File: src/rtl/ahb_mem_responder.sv
// AHB-Lite memory responder: byte-organised storage with strobed writes,
// programmable wait states and a two-cycle ERROR response for illegal transfers.
module ahb_mem_responder #(
  parameter int MEM_DEPTH   = 256,
  parameter int WAIT_STATES = 0
) (
  input  logic        HCLK,
  input  logic        HRESET,
  input  logic        HSEL,
  input  logic [31:0] HADDR,
  input  logic [1:0]  HTRANS,
  input  logic        HWRITE,
  input  logic [2:0]  HSIZE,
  input  logic        HREADYIN,
  input  logic [31:0] HWDATA,
  input  logic [3:0]  WSTRB,
  output logic [31:0] HRDATA,
  output logic        HREADYOUT,
  output logic [1:0]  HRESP
);

  localparam int AW = $clog2(MEM_DEPTH);
  localparam int WW = AW - 2;

  typedef enum logic [2:0] {S_IDLE, S_WAIT, S_DATA, S_ERR1, S_ERR2} state_t;

  state_t          state, nxt, phase_st;
  logic [WW-1:0]   addr;
  logic            wr;
  logic [3:0]      cnt;
  logic            phase, accept, bad;
  logic [7:0]      mem [MEM_DEPTH];

  always_comb begin
    phase = HSEL & HREADYIN & HTRANS[1];
    bad   = (HADDR >= 32'(MEM_DEPTH)) || (HSIZE > 3'd2) ||
            (HSIZE == 3'd1 && HADDR[0]) ||
            (HSIZE == 3'd2 && HADDR[1:0] != 2'b00);
    phase_st = bad ? S_ERR1 : ((WAIT_STATES > 0) ? S_WAIT : S_DATA);
    // New address phases are only taken when no data phase is stalling the bus.
    accept = phase && (state == S_IDLE || state == S_DATA || state == S_ERR2);
    nxt = S_IDLE;
    case (state)
      S_WAIT:  nxt = (cnt == 4'd1) ? S_DATA : S_WAIT;
      S_ERR1:  nxt = S_ERR2;
      default: nxt = accept ? phase_st : S_IDLE;
    endcase
  end

  always_ff @(posedge HCLK) begin
    if (HRESET) begin
      state     <= S_IDLE;
      cnt       <= 4'd0;
      addr      <= '0;
      wr        <= 1'b0;
      HREADYOUT <= 1'b1;
      HRESP     <= 2'b00;
    end else begin
      state <= nxt;
      if (accept) begin
        addr <= HADDR[AW-1:2];
        wr   <= HWRITE;
        cnt  <= 4'(WAIT_STATES);
      end else if (state == S_WAIT) begin
        cnt <= cnt - 4'd1;
      end
      HREADYOUT <= !(nxt == S_WAIT || nxt == S_ERR1);
      HRESP     <= (nxt == S_ERR1 || nxt == S_ERR2) ? 2'b01 : 2'b00;
    end
  end

  // Write commits on the edge that closes the DATA cycle, so a following
  // back-to-back read of the same word already sees the new bytes.
  always_ff @(posedge HCLK) begin
    if (!HRESET && state == S_DATA && wr) begin
      for (int i = 0; i < 4; i++)
        if (WSTRB[i]) mem[{addr, 2'(i)}] <= HWDATA[8*i +: 8];
    end
  end

  always_comb begin
    HRDATA = 32'd0;
    if (state == S_DATA && !wr)
      HRDATA = {mem[{addr, 2'd3}], mem[{addr, 2'd2}], mem[{addr, 2'd1}], mem[{addr, 2'd0}]};
  end

endmodule

File: config.mk
export PLATFORM = sky130hd
export DESIGN_NAME = ahb_mem_responder
export DESIGN_NICKNAME = d
export VERILOG_FILES = /design/src/rtl/ahb_mem_responder.sv
export SDC_FILE = /design/constraint.sdc
export NUM_CORES = 2
export LEC_CHECK = 0
export ABC_CLOCK_PERIOD_IN_PS = 2900
export BUFFER_PORTS_ARGS = -buffer_cell sky130_fd_sc_hd__buf_2
export CORE_MARGIN = 1.5
export CORE_UTILIZATION = 30
export CTS_BUF_LIST = sky130_fd_sc_hd__clkbuf_2
export DETAILED_ROUTE_END_ITERATION = 8
export PLACE_DENSITY = 0.56
export SYNTH_ARGS = -nofsm -noshare
export SYNTH_HDL_FRONTEND = slang
export SYNTH_SLANG_ARGS = --single-unit
export TNS_END_PERCENT = 100
File: constraint.sdc
create_clock -name HCLK -period 2.9 [get_ports HCLK]
set_input_delay 0 -clock HCLK [delete_from_list [all_inputs] [get_ports HCLK]]
set_output_delay 0 -clock HCLK [all_outputs]
set_load 0.05 [all_outputs]
* After elaboration in Yosys (flattened, before gate mapping)
Memories as Yosys holds them, arrays and structs flattened. A register that Yosys moved wholly into a read port is not among the register bits.
Index checks and enable logic that the tools add are counted.
** Word-level totals
- Register bits :: 17
- Memory bits (writable) :: 2048
- Bits of input ports :: 78
- Output and inout port bits :: 35
- Logic and storage cells :: 67
- Memories kept :: 1
** Memories
- mem :: depth 256, bits a word 8, rd ports 4, clocked after Yosys merged registers in 4, write ports 4, line 32 : logic [7:0] mem [MEM_DEPTH];
** Cells by class
- Add/sub/neg operators :: 1
- Order comparisons :: 2
- Eq/ne operators :: 10
- Multiplexer cells :: 26
- Bitwise gates (word level) :: 2
- Reduce and logical (&&, ||, !) cells :: 19
** Operator list (number)
- $mux W8 :: 8
- $ge A32 B9 Y1 const B :: 1
- $mux W32 :: 1
- $mux W1 :: 14
- $eq A3 B2 Y1 const B :: 4
- $eq A3 B1 Y1 const B :: 3
- $logic_or A1 B1 Y1 :: 7
- $eq A3 B3 Y1 const B :: 2
- $logic_and A1 B1 Y1 :: 6
- $pmux W3 S2 :: 1
- $eq A4 B1 Y1 const B :: 1
- $mux W2 :: 2
- $sub A4 B1 Y4 const B :: 1
- $gt A3 B2 Y1 const B :: 1
- $logic_not A1 Y1 :: 3
- $logic_not A3 Y1 :: 1
- $and A1 B1 Y1 :: 2
- $reduce_bool A2 Y1 :: 1
- $reduce_or A2 Y1 :: 1

* Depth between registers and ports, before layout
- Depth in word-level cells :: 10
- Depth in mapped cells :: 11
- Depth with buffers taken out :: 6

* Worst setup path before layout
OpenSTA, ideal clock, no wires.
- Path type :: register to output
- Start point :: register (tool-made name)
- End point :: output port HRDATA[25]
- Arrival :: 3.162 ns
- Data required time :: 2.900 ns
- Setup slack :: -0.262 ns
- Stages on the path, launching flop included :: 10
- Buffers on the path :: 4
- Cell sequence :: dfxtp_1 -> buf_4 -> buf_4 -> clkbuf_1 -> buf_2 -> mux4_2 -> nand2_1 -> nand4_1 -> o211ai_1 -> nor4_1
** RTL lines
- to (decl) :: line 17 : output logic [31:0] HRDATA,

==> impl_metrics.py <==
metrics = {
    "synthesis": {
        "synth.ff_latch_count": 2070,
        "synthCells": 3760,
        "yosysUniqueCellTypes": 67,
        "yosysWarnings": 0,
        "synth_nets": 3840,
        "yosysSeqAreaShare_pct": 76.9,
        "synth_mux_area_share_pct": 16.5,
        "syn_avg_cell_area_um2": 21.4,
        "synthSimpleGateAreaFrac_pct": 3.02,
        "netlist.top_cell.by_area": "edfxtp_1",
        "synth_area_um2": 80600,
        "synth_xor_area_share_pct": 0.0326,
        "synth_area_leaders": "edfxtp_1, mux4_2, nor2_1",
        "yosys-top-cells-count": "edfxtp_1, mux4_2, nor2_1",
        "synthFlopType": "edfxtp_1",
        "synth_compound_area_share_pct": 1.94,
        "synth_adder_area_share_pct": 0.0311,
        "yosys.area.top_type_share_pct": 76.3,
        "synth-edff-count": 2048,
        "synth_top_family_by_area": "multiplexers",
        "yosysMostFrequentCell": "edfxtp_1",
        "async_reset_ff_share_pct": 0,
    },
    "clock_network": {
        "clock_latency_ns": 1.85,
        "cts-buffers-inserted": 545,
        "clock-sinks": 2070,
        "tritoncts": "done",
        "clk_path_buf_depth": 4,
        "htree_num_levels": 6,
        "root_buffer": "clkbuf_2",
        "clkTransAtPathRegs_ns": 0.12,
    },
    "final_layout": {
        "fin_cells": 9048,
        "drive_gt1_share_pct": 44.5,
        "layout.nets": 5211,
        "regArea_um2": 62000,
        "area_delta_synth_final_pct": 24.2,
        "multi_input_comb_area_um2": 18400,
        "fill_cells": 24752,
    },
    "setup_path": {
        "rr_startpoint": "addr[1]",
        "critPathRequiredTime_ns": 2.90,
        "startpoint_type": "flip-flop",
        "critPathMostFrequentCell": "buf_12",
        "crit_arrival_ns": 4.58,
        "crit_family": "multiplexers",
        "path_max_fanout": 6,
        "cp_cell_sequence": "buf_12 > buf_12 > buf_12 > buf_6 > buf_8 > mux4_2 > mux2i_2 > mux2i_1 > o211ai_1 > o221ai_2 > buf_12",
        "worstRegToRegCells": 6,
        "crit_type": "flip-flop to output pin",
        "r2r-end": "mem[176][3]",
        "worst-path-buf-inv": 6,
        "rrSetupSlack_ns": 0.25,
        "cp-end-kind": "output pin",
        "slowest_delay_ns": 0.50,
        "cp_slowest_cell": "mux4_2",
    },
    "placed_design": {
        "pre_cts_ws_ns": -0.345,
        "gp_congestion": 0.851,
        "dp_hpwl_um": 157000,
        "place_inst": 7794,
        "io_buffers": 110,
    },
    "detailed_routing": {
        "vias": 45570,
        "wire_per_inst_um": 27.7,
        "routed_wl_um": 251000,
        "drtPass1Iterations": 9,
        "ant_nets": 0,
        "drt_iter0_drc": 5475,
        "drc": 20,
        "viasPerCell": 5.04,
    },
    "floorplan": {
        "start_util_pct": 30.1,
        "io_pins": 113,
        "die_w_um": 521,
        "coreArea_um2": 267000,
        "die_h_um": 521,
        "rows": 190,
        "die_area_um2": 272000,
    },
    "min_path": {
        "min_to": "addr[1]",
        "whs_path_depth": 6,
        "hold_path_class": "primary input to flip-flop",
        "hp-start": "HADDR[3]",
    },
    "timing": {
        "rsz0062_at_grt": "yes",
        "setup_viol": 32,
        "fin_ws_ns": -1.68,
        "drv_slew": 0,
        "tightest_slew_ns": 1.22,
        "maxSlewHeadroom_pct": 18.6,
        "final-hold-violation-count": 0,
        "fin_crit_ns": 4.58,
        "min_period_over_period_pct": 158,
        "fmax_mhz": 218,
        "clock_skew_ns": 0.181,
    },
    "power_and_ir_drop": {
        "cellPowerDensity_nw_per_um2": 554,
        "leakagePower_nw": 32.6,
        "ir_drop_uv": 207,
    },
    "grt": {
        "grt_max_degree": 65,
        "grt_pass1_wl_um": 344000,
        "grt.overflow.total": 0,
        "grt_pass1_vias": 46063,
        "grt_use_total_pct": 18.0,
        "antenna_found_initial": 11,
    },
    "status": {
        "violations": "design-rule violations, negative setup slack",
        "outcome": "finished, violations left",
    },
    "flow_run": {
        "drv_cap": 0,
    },
}
==> cells by family (layout without fill, tap and decap cells) <==
family | after synthesis | after routing
flip-flops | 2070 | 2070
AO/OA/AOI/OAI | 224 | 224
AND/OR/NAND/NOR | 571 | 571
other | 1 | 19
XOR/XNOR | 3 | 3
buffers and inverters | 226 | 1944
multiplexers | 663 | 663
adder cells (fa/ha/maj) | 2 | 2
==> flip-flops by register name, indices dropped and copies added, names as in the netlist, named ones only <==
name	count
mem	2048
HREADYOUT	1
HRESP	1
wr	1
state	3
addr	6
cnt	4
==> repair_timing <==
| item | 4_1_cts | 5_1_grt |
|---|---|---|
| resized for setup | 162 | 176 |
| cloned | 5 | 17 |
| endpoints found under the hold margin | 4118 | 5 |
| pin swaps | 9 | 61 |
| endpoints found under the setup margin | 32 | 60 |
| setup buffers | 35 | 123 |
| hold buffers | 183 | 1 |
==> cell usage in the layout (no fill, tap or decap), types with 19 or more instances in the layout <==
master            n
mux4_2          529
nand3_1          21
buf_6            42
mux2i_1          77
mux2_2           25
buf_2            78
buf_16           38
buf_4           603
buf_12          103
a21oi_1          33
clkbuf_2        786
a22oi_1          27
nor2_1          281
edfxtp_1       2048
mux2i_2          19
clkinv_1         77
nand2_1         152
dlygate4sd3_1   149
==> how the worst max path moves through the flow <==
stage               cells past startpoint  slack [ns]          to
CTS                                     9       -1.88  HRDATA[21]
floorplan                               7        0.02   HRDATA[6]
global route                           11       -1.84   HRDATA[8]
global placement                       11       -0.34  HRDATA[15]
detailed placement                     11       -0.34  HRDATA[15]
finish                                 11       -1.68   HRDATA[8]
==> layout make-up <==
class / instances / area share [%]
tap: 3552 / 4.44
timing repair buffer: 1045 / 10.6
inverter: 5 / 0.0188
clock inverter: 108 / 0.633
antenna: 18 / 0.0450
multi-input combinational: 1464 / 18.4
clock buffer: 786 / 3.93
sequential: 2070 / 61.9
==> stage by stage <==
step                      util (%)  setup TNS, ns  power, mW  cell area (um2)  hold WS, ns
after floorplan                  -              0       34.5            80600       0.0716
after global placement        33.6         -0.972       35.8            89800        0.286
after detailed placement      33.6         -0.965       35.8            89800        0.287
after CTS                     36.6         -55.30       55.8            98000      0.00619
after global routing          37.4         -55.47       57.6           100000        0.124
final                         37.4         -48.18       55.5           100000        0.233
==> power breakdown <==
group	total (mW)	switching, mW	internal (mW)
clock	19.7	11.8	7.85
combinational	2.96	1.65	1.30
sequential	32.8	0.0176	32.8
==> tightest hold or removal path: stages <==
cell	delay, ns
dlygate4sd3_1	0.51
buf_2	0.09
dlygate4sd3_1	0.53
nand2_1	0.10
dlygate4sd3_1	0.64
a21oi_1	0.17
==> layer usage <==
layer  track usage [%]  up-vias  wire length, um
li1                  -    18754                -
met1              23.9    24102           101000
met2              28.4     2275           119000
met3              4.69      433            23200
met4              6.31        6             8010
met5                 0        -               47
Note: power is estimated with default switching activity, not from simulation.
